--- src/rtl/vga_layer_scheduler.sv ---
// ---------------------------------------------------------------------------
// vga_layer_scheduler
//
// Composites four rectangular, solid-colour sprite layers (0 = dino,
// 1 = obstacle, 2 = ground, 3 = score; lower index wins) onto the pixel
// stream of a 640x480 VGA timing generator. Game logic loads layer configs
// into shadow registers. A commit request copies all shadow registers into
// the active set at the next vblank start, so a visible frame never tears.
// A per-frame layer0/layer1 overlap flag is also reported.
//
// Ports
//   pixel_clk, rst              pixel clock, async active-high reset
//   hcounter, vcounter          timing generator counters
//   hs_in, vs_in, blank_in      timing generator strobes, 1 cycle behind counters
//   cfg_valid/cfg_ready         config write handshake
//   cfg_layer, cfg_x, cfg_y,
//   cfg_w, cfg_h, cfg_color,
//   cfg_en                      config write payload
//   commit_req                  pulse: apply shadow regs at next vblank start
//   commit_done                 1-cycle pulse when the active regs update
//   frame_start                 1-cycle pulse, 1 cycle after (h==0, v==VLINES)
//   collide                     layer0/layer1 overlap seen in the previous frame
//   rgb, hs_out, vs_out         composited pixel and aligned syncs (2 cycles)
//   dbg_state                   config FSM state (0 OPEN, 1 PENDING, 2 COMMIT)
//
// Handshake: a config word transfers on every rising edge where cfg_valid
// and cfg_ready are both high. cfg_ready depends only on the FSM state, never
// on cfg_valid; the producer may hold cfg_valid and the payload stable for as
// long as cfg_ready stays low.
// ---------------------------------------------------------------------------
module vga_layer_scheduler #(
  parameter int          HLINES   = 640,
  parameter int          VLINES   = 480,
  parameter int          CW       = 11,
  parameter logic [11:0] BG_COLOR = 12'hFFF
) (
  input  logic          pixel_clk,
  input  logic          rst,
  input  logic [CW-1:0] hcounter,
  input  logic [CW-1:0] vcounter,
  input  logic          hs_in,
  input  logic          vs_in,
  input  logic          blank_in,
  input  logic          cfg_valid,
  output logic          cfg_ready,
  input  logic [1:0]    cfg_layer,
  input  logic [CW-1:0] cfg_x,
  input  logic [CW-1:0] cfg_y,
  input  logic [CW-1:0] cfg_w,
  input  logic [CW-1:0] cfg_h,
  input  logic [11:0]   cfg_color,
  input  logic          cfg_en,
  input  logic          commit_req,
  output logic          commit_done,
  output logic          frame_start,
  output logic          collide,
  output logic [11:0]   rgb,
  output logic          hs_out,
  output logic          vs_out,
  output logic [1:0]    dbg_state
);

  typedef struct packed {
    logic          en;
    logic [CW-1:0] x;
    logic [CW-1:0] y;
    logic [CW-1:0] w;
    logic [CW-1:0] h;
    logic [11:0]   color;
  } layer_t;

  typedef enum logic [1:0] {
    ST_OPEN    = 2'd0,
    ST_PENDING = 2'd1,
    ST_COMMIT  = 2'd2
  } state_t;

  state_t      state_q, state_d;
  layer_t      shadow_q [4];
  layer_t      active_q [4];
  layer_t      cfg_word;
  logic [3:0]  hit_q, hit_d;
  logic        vis_q, vis_d;
  logic        sticky_q, sticky_d;
  logic        collide_q, collide_d;
  logic        fs_q;
  logic [11:0] rgb_q, rgb_d;
  logic        hs_q, vs_q;
  logic        vb_start;
  logic        cfg_fire;
  logic        coll_now;
  logic [CW:0] h_ext, v_ext;

  assign vb_start = (hcounter == '0) && (vcounter == CW'(VLINES));
  assign cfg_fire = cfg_valid && cfg_ready;
  assign cfg_word = {cfg_en, cfg_x, cfg_y, cfg_w, cfg_h, cfg_color};

  // ---------------- config FSM ----------------
  always_comb begin
    state_d     = state_q;
    cfg_ready   = 1'b0;
    commit_done = 1'b0;
    unique case (state_q)
      ST_OPEN: begin
        cfg_ready = 1'b1;
        if (commit_req) state_d = ST_PENDING;
      end
      ST_PENDING: begin
        if (vb_start) state_d = ST_COMMIT;
      end
      ST_COMMIT: begin
        commit_done = 1'b1;
        state_d     = ST_OPEN;
      end
      default: state_d = ST_OPEN;
    endcase
  end

  always_ff @(posedge pixel_clk or posedge rst) begin
    if (rst) state_q <= ST_OPEN;
    else     state_q <= state_d;
  end

  assign dbg_state = state_q;

  // Shadow takes handshake writes; active copies the whole shadow set in the
  // single COMMIT cycle, which always falls inside vblank.
  always_ff @(posedge pixel_clk or posedge rst) begin
    if (rst) begin
      for (int i = 0; i < 4; i++) begin
        shadow_q[i] <= '0;
        active_q[i] <= '0;
      end
    end else begin
      if (cfg_fire) shadow_q[cfg_layer] <= cfg_word;
      if (state_q == ST_COMMIT) begin
        for (int i = 0; i < 4; i++) active_q[i] <= shadow_q[i];
      end
    end
  end

  // ---------------- stage 1: hit test ----------------
  // Bounds are compared at CW+1 bits so x+w / y+h past the counter range
  // cannot wrap around to the left or top edge.
  assign h_ext = {1'b0, hcounter};
  assign v_ext = {1'b0, vcounter};

  always_comb begin
    hit_d = '0;
    for (int i = 0; i < 4; i++) begin
      hit_d[i] = active_q[i].en
        && (h_ext >= {1'b0, active_q[i].x})
        && (h_ext <  ({1'b0, active_q[i].x} + {1'b0, active_q[i].w}))
        && (v_ext >= {1'b0, active_q[i].y})
        && (v_ext <  ({1'b0, active_q[i].y} + {1'b0, active_q[i].h}));
    end
  end

  assign vis_d = (hcounter < CW'(HLINES)) && (vcounter < CW'(VLINES));

  // ---------------- stage 2: priority mux ----------------
  // Colour is read from active_q one cycle after the hit test; the two can
  // only disagree around COMMIT, where blank forces rgb to 0 anyway.
  always_comb begin
    rgb_d = BG_COLOR;
    for (int i = 3; i >= 0; i--) begin
      if (hit_q[i]) rgb_d = active_q[i].color;
    end
    if (blank_in) rgb_d = '0;
  end

  // ---------------- collision ----------------
  // The pixel still in stage 1 at vblank start is folded into the latched
  // value rather than being lost to the clear.
  assign coll_now = hit_q[0] && hit_q[1] && vis_q;

  always_comb begin
    sticky_d  = sticky_q | coll_now;
    collide_d = collide_q;
    if (vb_start) begin
      collide_d = sticky_q | coll_now;
      sticky_d  = 1'b0;
    end
  end

  always_ff @(posedge pixel_clk or posedge rst) begin
    if (rst) begin
      hit_q     <= '0;
      vis_q     <= 1'b0;
      rgb_q     <= '0;
      hs_q      <= 1'b1;
      vs_q      <= 1'b1;
      fs_q      <= 1'b0;
      sticky_q  <= 1'b0;
      collide_q <= 1'b0;
    end else begin
      hit_q     <= hit_d;
      vis_q     <= vis_d;
      rgb_q     <= rgb_d;
      hs_q      <= hs_in;
      vs_q      <= vs_in;
      fs_q      <= vb_start;
      sticky_q  <= sticky_d;
      collide_q <= collide_d;
    end
  end

  assign rgb         = rgb_q;
  assign hs_out      = hs_q;
  assign vs_out      = vs_q;
  assign frame_start = fs_q;
  assign collide     = collide_q;

endmodule

--- config.mk ---
export PLATFORM = sky130hd
export DESIGN_NAME = vga_layer_scheduler
export DESIGN_NICKNAME = d
export VERILOG_FILES = /design/src/rtl/vga_layer_scheduler.sv
export SDC_FILE = /design/constraint.sdc
export NUM_CORES = 1
export LEC_CHECK = 0
export ABC_AREA = 1
export BUFFER_PORTS_ARGS = -buffer_cell sky130_fd_sc_hd__buf_4
export CORE_UTILIZATION = 40
export DETAILED_ROUTE_END_ITERATION = 12
export PLACE_DENSITY = 0.54
export SETUP_SLACK_MARGIN = 0.02
export SYNTH_ARGS = -nofsm -noshare
export SYNTH_HDL_FRONTEND = slang
export SYNTH_SLANG_ARGS = --single-unit
--- constraint.sdc ---
create_clock -name pixel_clk -period 17.11 [get_ports pixel_clk]
set_input_delay 2.5665 -clock pixel_clk [delete_from_list [all_inputs] [get_ports pixel_clk]]
set_output_delay 2.5665 -clock pixel_clk [all_outputs]
set_load 0.02 [all_outputs]
Word level (Yosys, flattened, before mapping)
Index checks and enable logic that the tools add are counted.
- add/sub/neg operators: 8
- order comparisons: 20
- equality and inequality tests: 5
- multiplexer cells: 14
- bitwise operators: 2
- reductions and logical operators: 25
- operator list (cell ; number):
    bitwise mux 228 bit ; 1
    demux 57 bit (select 2 bit) ; 1
    adder 11 x 11 -> 12 bit ; 8
    less-than comparator 11 x 12 -> 1 bit ; 8
    greater-or-equal comparator 11 bit ; 8
    2-to-1 mux 12 bit ; 5
    2-to-1 mux 57 bit ; 1
    logical AND 1 bit ; 22
    == test 11 x 9 -> 1 bit, second input constant ; 1
    logical NOT 11 bit ; 1
    less-than comparator 11 x 10 -> 1 bit, second input constant ; 1
    less-than comparator 11 x 9 -> 1 bit, second input constant ; 1
    2-to-1 mux 2 bit ; 2
    != test 2 bit, second input constant ; 2
    case mux 2 bit (2 select lines) ; 1
    greater-or-equal comparator 3 bit, second input constant ; 1
    less-than comparator 3 x 1 -> 1 bit, second input constant ; 1
    2-to-1 mux 1 bit ; 3
    inverter 2 -> 3 bit ; 1
    == test 2 x 1 -> 1 bit, second input constant ; 1
    == test 2 bit, second input constant ; 1
    logical NOT 2 bit ; 1
    AND reduction 2 bit ; 1
    bitwise OR 1 bit ; 1
- flip-flop bits (word level): 480
- input bits: 88
- output and inout bits: 20
- logic and storage cells: 131

Longest topological paths before layout
Gate-level depths: netlist of run 1.
- word-level depth: 6
- depth in mapped cells: 18
- depth with buffers taken out: 18

Worst setup path after synthesis of run 1
OpenSTA, ideal clock, no wires.
- path kind: register to output
- start: reg state_q[0] (netlist: dbg_state[0])
- end: out commit_done
- data arrival time: 1333 ps
- required time: 14543 ps
- path slack: 13210 ps
- stages on the path, launching flop included: 7
- path through: dfrtp_1 inv_1 nand2_1 inv_1 buf_2 buf_2 buf_2
- word-level cells in the longest chain between the ends: 2
- RTL lines (what ; RTL line ; text):
    start, declared ; 78 ; state_t state_q, state_d;
    start signal, assigned ; 121 ; else state_q <= state_d;
    == test 2 bit ; 103 ; unique case (state_q)
    2-to-1 mux 1 bit ; 103 ;
    end, declared ; 54 ; output logic commit_done,
No other way between the ends.

Worst setup path after layout of run 1
Same ends and word-level chain as after synthesis.

==> results.yml, run 1 <==
sta:
  finalHoldViolCount: 0
  rsz0062_at_grt: "no"
  fin_crit_sh_pct: 30.9
  setup_violations: 0
  fin_setup_tns_ns: 0
  fmax_ghz: 0.189
  tightest_slew_ns: 1.05
  maxSlewViolCount: 0
  fin_crit_ns: 5.29
  relSlewSlack_pct: 29.5
  clock-skew-final_ns: 0.0274
yosys:
  ys_top_cells_by_area: "dfrtp_1 (47%), nand2_1 (14%), ha_1 (13%)"
  synth-async-reset-ratio_pct: 100
  yosysTopAreaCellShare_pct: 46.8
  synth_seq_cells: 480
  synth_top_family_by_area: "simple AND/OR/NAND/NOR gates"
  synth_fa_ha_area_share_pct: 13.2
  synth_edf_count: 0
  syn_inst: 3037
  synthSimpleGateAreaFrac_pct: 19.2
  ys_seq_area_share_pct: 47.1
  synthXorXnorAreaFrac_pct: 2.44
  synth-compound-area-share_pct: 12.1
  ys.flop_type: "dfrtp_1"
  synth_nets: 3389
  synth_cell_types: 34
  synth_area_mm2: 0.0255
  synth_area_per_cell_um2: 8.41
  synth_mux_area_share_pct: 0
  yosys_warnings: 0
  synth_top_area_cell: "dfrtp_1"
power_and_ir_drop:
  powerDensity_mw_per_mm2: 99.9
  ir_drop_v: 0.0000830
  finalPower_mw: 2.89
  p_leak_nw: 14.6
hold_path:
  hp-start: "shadow_q[17]"
  hold_depth: 2
  hold_path_end: "active_q[17]"
  hold_class: "reg -> reg"
floorplan:
  dieWidth_um: 255
  core-area_mm2: 0.0631
  std_cell_rows: 92
  start_util_pct: 40.5
  io_pins: 108
  die_y_um: 255
  die-area_mm2: 0.0648
detailed_routing:
  drtPass1Iterations: 5
  avgRoutedWirePerCell_um: 18.0
  drc: 0
  drt-total-wl_um: 71900
  drt_iter0_drc: 1420
  drtAntennaViolNets: 0
  post_drt_via_cell_ratio: 5.09
  via_count: 20320
clocking:
  clk-insertion-delay-late_ns: 0.61
  post_cts_resized: 0
  cts.sinks: 480
  ctsLongestPathBuffers: 3
  numCtsBuffers: 53
  cts-root-buf: "clkbuf_16"
  cts.hold.buffers_added: 0
  path_clk_slew_ns: 0.06
  cts_tree: "done"
  htree_levels: 2
  cts_post_setup_buffers_inserted: 0
final_layout:
  area_delta_synth_final_pct: 13.4
  layout-drive-gt1-share_pct: 7.08
  nFillCells: 6261
  diodes: 0
  post-route-util_pct: 45.9
  multi_input_area_mm2: 0.0120
  nets: 3457
  regArea_mm2: 0.0120
place:
  port_buffers: 107
  finalWeightedCongestion: 0.873
  dp_hpwl_um: 49800
worst_setup_path:
  reg2reg_from: "dbg_state[0]"
  cp_max_fo: 130
  cp_cell_sequence: "inv_1, nand2_4, inv_8, buf_4"
  ff2ff_setup_slack_ns: 13.72
  r2r-end: "active_q[91]"
  crit_buf_inv: 3
  crit_path_end_kind: "primary output"
  critical_path_class: "reg -> out"
  reg2reg_depth: 6
  worstPathArrival_ns: 2.73
  critical_path.max_stage_delay_ns: 0.74
  crit_slowest_cell: "inv_8"
  cp.required_ns: 14.54
  start_kind: "flop"
  crit_family: "buffers and inverters"
global_routing:
  grt_max_degree: 146
  grt-ovfl-total: 0
  grt_pass1_wl_um: 114000
  grt_pass1_vias: 20496
  antenna_found_initial: 1
  grt_usage_pct: 22.8
outcome:
  status: "complete, no violations"
job:
  drv_cap: 0
[synthesized netlist by cell type, types with 2 or more instances]
| cell | n |
|---|---|
| and3_1 | 4 |
| o21ai_0 | 379 |
| fa_1 | 8 |
| a221oi_1 | 12 |
| nor3_1 | 40 |
| dfstp_2 | 2 |
| nand3_1 | 85 |
| buf_2 | 41 |
| o21a_1 | 10 |
| o21bai_1 | 6 |
| o31ai_1 | 7 |
| nor2_1 | 116 |
| dfrtp_1 | 478 |
| nand4_1 | 19 |
| xnor2_1 | 24 |
| a21oi_1 | 145 |
| nand2_1 | 966 |
| clkbuf_1 | 63 |
| a21o_1 | 13 |
| nand3b_1 | 2 |
| buf_1 | 2 |
| nor4_1 | 5 |
| ha_1 | 256 |
| a31oi_1 | 9 |
| inv_1 | 290 |
| xor2_1 | 47 |
[placed cells by master (no fill, tap or decap), types with 14 or more instances in the layout]
cell type,instances
nand2_1,963
nand4_1,19
xor2_1,47
o21ai_0,379
nand3_1,83
nor2_1,116
a21oi_1,145
inv_1,288
dfrtp_1,478
clkinv_2,14
ha_1,256
clkbuf_16,55
nor3_1,40
buf_4,118
xnor2_1,24
[worst reg2reg max path: cells and delay by family (launching register included)]
kind | cells | cell delay (ns)
DFF | 1 | 0.46
buffers and inverters | 3 | 1.85
and+or+nand+nor | 3 | 1.02
[routing by layer]
layer	track usage, %	share of wire, %	vias to the layer above
met5	0	0	-
met4	7.80	3.1	0
met3	2.74	3.6	123
met2	39.4	49	394
met1	29.3	44	9765
li1	-	-	10038
[state kept, by name, indices dropped and copies added (netlist names)]
register     flops
hit_q            4
collide          1
shadow_q       228
sticky_q         1
hs_out           1
frame_start      1
dbg_state        2
vis_q            1
rgb             12
vs_out           1
active_q       228
[where the power goes]
group / switching, mW / internal [mW]
sequential: 0.0927 / 1.31
clock: 0.494 / 0.721
combinational: 0.166 / 0.111
[through the flow]
stage,instance area (um2),setup slack (ns),hold WS (ns),std cells
4_1_cts,29000,11.69,0.469,3994
6_report,29000,11.82,0.467,3994
3_3_place_gp,27100,11.95,0.452,3896
2_1_floorplan,25500,1.15,0.442,3037
3_5_place_dp,27100,11.84,0.452,3896
5_1_grt,29000,11.61,0.491,3994
[cells by family after synthesis]
group / Yosys count
XOR/XNOR: 71
buffers and inverters: 396
flip-flops: 480
adder cells (fa/ha/maj): 264
AO/OA/AOI/OAI: 587
AND/OR/NAND/NOR: 1239
[final cells by class]
class                           instances  area share (%)
Timing Repair Buffer                  119            3.13
Multi-Input combinational cell       2161            41.5
Inverter                              290            3.81
Clock inverter                         28            1.10
Sequential cell                       480            41.5
Clock buffer                           70            5.29
Tap cell                              846            3.65
[worst max-delay path by stage]
stage / from / end / slack, ns / cells past startpoint
after global placement: rst / active_q[167] / 11.95 / 4
final: dbg_state[0] / commit_done / 11.82 / 4
after global routing: dbg_state[0] / commit_done / 11.61 / 4
after CTS: dbg_state[0] / commit_done / 11.69 / 4
after floorplan: rst / active_q[0] / 1.15 / 1
after detailed placement: rst / active_q[166] / 11.84 / 4
Note: power is estimated with default switching activity, not from simulation.
==> run 2: changes to the inputs <==
ABC_AREA = 0   (was 1)
clock period = 4.9 ns   (was 17.11 ns; I/O delays follow)
==> run 2 against run 1 <==
Compared with the run above: critical path type is now reg -> reg; sequential share of layout area rose by 0.27 points; clock skew fell by 0.0049 ns; critical endpoint is now hit_q[1]; non-clock buffer count rose by 8; critical path depth rose by 10.
==> results.yml, run 2 <==
yosys:
  yosys_warnings: 0
  synth_area_per_cell_um2: 10.4
  synth.most_common_cell: "nand2_1"
  synth-async-reset-ratio_pct: 100
  synth_top_area_cell: "dfrtp_1"
  yosysTopAreaCellShare_pct: 47.6
  synth_common_cells: "nand2_1 (560), dfrtp_1 (478), ha_1 (256), mux2_2 (168), o21ai_0 (149)"
  ys.flop_type: "dfrtp_1"
  ys_seq_area_share_pct: 47.8
  synth_cell_types: 66
  synth_area_mm2: 0.0251
  ys_top_cells_by_area: "dfrtp_1 (48%), ha_1 (13%), nand2_1 (8.4%)"
  syn_inst: 2416
  synth_nets: 2768
  synth_edf_count: 0
  synth_seq_cells: 480
power_and_ir_drop:
  finalPower_mw: 8.91
  ir_drop_v: 0.000239
  p_leak_nw: 14.6
  powerDensity_mw_per_mm2: 310
sta:
  fmax_ghz: 0.293
  fin_setup_tns_ns: 0
  rsz0062_at_grt: "no"
  fin_crit_sh_pct: 69.7
  relSlewSlack_pct: 29.6
  hold_slack_ns: 0.255
  setup_violations: 0
  finalHoldViolCount: 0
  maxSlewViolCount: 0
  setup_ws_ns: 1.49
  fin_crit_ns: 3.41
  clock-skew-final_ns: 0.0225
  tightest_slew_ns: 1.06
final_layout:
  nets: 2868
  area_delta_synth_final_pct: 14.4
  diodes: 0
  nFillCells: 5857
  regArea_mm2: 0.0120
  fin_area_mm2: 0.0288
  final_cells: 3395
  final_cell_mix: "nand2_1 (559), dfrtp_1 (478), ha_1 (256), mux2_2 (168), o21ai_0 (149)"
  mostFrequentLayoutCell: "nand2_1"
  post-route-util_pct: 46.5
  multi_input_area_mm2: 0.0123
  layout-drive-gt1-share_pct: 16.5
floorplan:
  start_util_pct: 40.6
  core-area_mm2: 0.0619
  dieWidth_um: 253
  die_y_um: 253
  die-area_mm2: 0.0639
  std_cell_rows: 91
  io_pins: 108
global_routing:
  grt_max_degree: 131
  grt_pass1_vias: 18482
  grt-ovfl-total: 0
  antenna_found_initial: 4
  grt_usage_pct: 20.8
  grt_pass1_wl_um: 103000
detailed_routing:
  avgRoutedWirePerCell_um: 18.9
  drc: 0
  post_drt_via_cell_ratio: 5.19
  via_count: 17605
  drtAntennaViolNets: 0
  drtPass1Iterations: 5
  drt-total-wl_um: 64100
  drt_iter0_drc: 1070
worst_setup_path:
  start_kind: "flop"
  critical_path.max_stage_delay_ns: 0.41
  cp_max_fo: 3
  worstPathArrival_ns: 3.93
  path_depth: 14
  critical_path_class: "reg -> reg"
  crit_family: "compound AO/OA/AOI/OAI gates"
  cp.required_ns: 5.41
  reg2reg_depth: 14
  crit_slowest_cell: "fa_1"
  crit_buf_inv: 0
  cp_cell_sequence: "ha_1, fa_1, a21o_1, a21oi_1, nor2b_1, nor3_1, o31a_1, xor2_1, ha_1, a2111o_1, a31oi_1, o21bai_1, and3_1, nor3_1"
  crit_path_end_kind: "flop"
clocking:
  cts_tree: "done"
  cts.sinks: 480
  cts.hold.buffers_added: 0
  path_clk_slew_ns: 0.06
  numCtsBuffers: 54
  htree_levels: 2
  ctsLongestPathBuffers: 3
  cts-root-buf: "clkbuf_16"
  cts_post_setup_buffers_inserted: 0
  post_cts_resized: 0
  clk-insertion-delay-late_ns: 0.60
outcome:
  status: "complete, no violations"
hold_path:
  hold_class: "in -> reg"
  hold_depth: 1
place:
  post-place-ws_ns: 1.47
  finalWeightedCongestion: 0.845
  port_buffers: 107
  dp.cells: 3297
  placedInstanceArea_mm2: 0.0269
  dp_hpwl_um: 44800
job:
  drv_cap: 0
[run 2: logic make-up (layout without fill, tap and decap cells)]
logic type	after synthesis	count (layout)	synth area share, %
buffers and inverters	197	339	3.28
xor gates and xnor gates	61	61	2.12
adders and majority gates	264	264	13.4
muxes	231	231	10.3
and+or+nand+nor	781	781	13.4
DFF	480	480	47.8
AOI/OAI and AO/OA	402	402	9.76
[run 2: layer usage]
layer  vias to the layer above  GRT usage (%)  wire length [um]
li1                       8479              -                 -
met1                      8795           27.5             29500
met2                       246           35.7             31100
met3                        85           2.52              2090
met4                         0           5.68              1470
met5                         -              0                 0
[run 2: final cells by class]
cell class | count | share of cell area, %
clock buffers | 72 | 5.46
clock inverters | 26 | 1.23
inverters | 114 | 1.53
flip-flops and latches | 480 | 41.7
repair buffers | 127 | 3.53
well taps | 837 | 3.64
multi-input cells | 1739 | 42.9
[run 2: worst paths after layout]
kind                          startpoint       endpoint  slack (ns)
setup / recovery           active_q[159]       hit_q[1]        1.49
hold reg to reg            shadow_q[200]  active_q[200]        0.45
max in group asynchronous            rst   shadow_q[47]        3.31
hold / removal                     hs_in         hs_out        0.26
setup reg to reg           active_q[159]       hit_q[1]        1.49
min in group asynchronous            rst  shadow_q[130]        0.30
[run 2: where the power goes]
part / switching [mW] / leakage [nW] / total [mW] / internal (mW)
sequential: 0.0357 / 6.61 / 4.08 / 4.04
clock: 1.68 / 0.942 / 4.35 / 2.66
combinational: 0.292 / 7.01 / 0.484 / 0.191
total: 2.01 / 14.6 / 8.91 / 6.89
==> run 3: changes to the inputs <==
ABC_AREA = 1   (was 0)
PLACE_DENSITY = 0.56   (was 0.54)
clock period = 3.05 ns   (was 4.9 ns; I/O delays follow)
==> run 3 against run 2 <==
Compared with the run above: worst hold slack worse by 0.23 ns; setup slack worse by 1.2 ns; final area is 1.7% higher; sequential share of layout area is 0.71 points lower; largest cell class unchanged; highest routed layer unchanged.
==> results.yml, run 3 (same netlist as run 1, synthesis figures left out) <==
clocking:
  path_clk_slew_ns: 0.06
  numCtsBuffers: 54
  cts.sinks: 480
  post_cts_resized: 0
  htree_levels: 2
  cts_tree: "done"
  ctsLongestPathBuffers: 3
  clk-insertion-delay-late_ns: 0.60
  cts-root-buf: "clkbuf_16"
worst_setup_path:
  crit_buf_inv: 0
  critical_path_class: "reg -> reg"
  start_kind: "flop"
  crit_path_end_kind: "flop"
  crit_family: "simple AND/OR/NAND/NOR gates"
  cp_cell_sequence: "ha_1, a21oi_1, nand2_1, a21oi_1, nor3_1, nor2_1, xor2_1, ha_1, a21oi_1, nor2_1, nor2_1, o21ai_0, nor2_1, nand3_1, nor2_1"
  ff2ff_setup_slack_ns: 0.26
  cp.required_ns: 3.58
  critical_path.max_stage_delay_ns: 0.38
  crit_top_cell: "nor2_1"
  worstPathArrival_ns: 3.32
  cp_max_fo: 5
  crit_slowest_cell: "dfrtp_1"
final_layout:
  mostFrequentLayoutCell: "nand2_1"
  nFillCells: 6157
  fin_area_mm2: 0.0293
  layout-drive-gt1-share_pct: 7.40
  regArea_mm2: 0.0120
  multi_input_area_mm2: 0.0120
  diodes: 0
  nets: 3473
  post-route-util_pct: 46.4
  area_delta_synth_final_pct: 14.6
  final_cell_mix: "nand2_1 (963), dfrtp_1 (478), o21ai_0 (379), inv_1 (288), ha_1 (256)"
detailed_routing:
  drtPass1Iterations: 5
  post_drt_via_cell_ratio: 5.10
  avgRoutedWirePerCell_um: 18.2
  drt-total-wl_um: 73200
  drt_iter0_drc: 1575
  via_count: 20436
  drtAntennaViolNets: 0
  drc: 0
floorplan:
  std_cell_rows: 92
  start_util_pct: 40.5
  die_y_um: 255
  die-area_mm2: 0.0648
  io_pins: 108
  dieWidth_um: 255
  core-area_mm2: 0.0631
global_routing:
  antenna_found_initial: 0
  grt_usage_pct: 23.0
  grt_max_degree: 132
  grt_pass1_wl_um: 115000
  grt_pass1_vias: 20261
  grt-ovfl-total: 0
sta:
  fin_crit_ns: 2.79
  finalHoldViolCount: 0
  relSlewSlack_pct: 42.3
  setup_violations: 0
  setup_ws_ns: 0.260
  rsz0062_at_grt: "no"
  fmax_ghz: 0.358
  tightest_slew_ns: 0.866
  fin_crit_sh_pct: 91.5
  fin_setup_tns_ns: 0
  maxSlewViolCount: 0
  clock-skew-final_ns: 0.0117
power_and_ir_drop:
  ir_drop_v: 0.000352
  p_leak_nw: 14.7
  finalPower_mw: 16.3
  powerDensity_mw_per_mm2: 557
place:
  port_buffers: 107
  finalWeightedCongestion: 0.903
  placedInstanceArea_mm2: 0.0274
  dp_hpwl_um: 51400
  post-place-ws_ns: 0.282
outcome:
  status: "complete, no violations"
hold_path:
  hold_class: "in -> async"
job:
  drv_cap: 0
-- run 3: cell types whose count changed in the layout (fill, tap and decap cells not counted), sizes merged, moves of 14 or more --
cell    previous run  this run
a21o              36        13
a21oi            110       145
inv              115       291
mux2             228         0
nand2            560       966
nand2b            30         0
nand3             14        85
nor2              65       116
nor2b             27         0
nor3              23        40
nor3b             15         1
o21ai            161       380
-- run 3: report_power, final --
| group | total, mW | leakage [nW] | switching, mW | internal [mW] |
|---|---|---|---|---|
| sequential | 7.87 | 6.39 | 0.529 | 7.35 |
| combinational | 1.57 | 7.41 | 0.930 | 0.639 |
| clock | 6.87 | 0.934 | 2.71 | 4.16 |
| total | 16.3 | 14.7 | 4.16 | 12.1 |
-- run 3: path summary, 6_finish.rpt --
check,depth (start not counted),start,endpoint
worst max-delay path,15,active_q[25],hit_q[3]
worst min-delay path,3,rst,active_q[138]
worst max register to register,15,active_q[25],hit_q[3]
worst min register to register,2,shadow_q[187],active_q[187]
max in group asynchronous,3,rst,active_q[74]
min in group pixel_clk,3,commit_req,dbg_state[0]
-- run 3: final cells by class --
class | instances | share of cell area, %
clock buffer | 79 | 5.63
clock inverter | 20 | 0.842
inverter | 290 | 3.76
multi-input combinational | 2161 | 41.1
sequential | 480 | 41.0
tap | 846 | 3.62
timing repair buffer | 134 | 4.01
-- run 3: per-stage QoR --
step	hold slack, ns	std cells
global placement	0.450	3909
detailed placement	0.451	3909
global route	0.0253	4010
finish	0.0205	4010
floorplan	0.442	3037
CTS	0.000834	4010
-- run 3: worst min-delay path: cells and delay by family --
kind     cells  cell delay [ns]
buf+inv      3             0.52
-- run 3: metal layers --
layer	part of all wire [%]	GRT usage [%]	up-vias
met5	0	0	-
met4	3.1	7.94	0
met3	3.5	2.38	123
met2	49	40.2	403
met1	44	29.7	9844
li1	-	-	10066
-- run 3: what timing repair did --
item | in CTS | in global routing
setup buffers | 0 | 0
hold buffers | 2 | 0
endpoints found under the setup margin | 0 | 0
hold endpoints to repair | 2 | 0
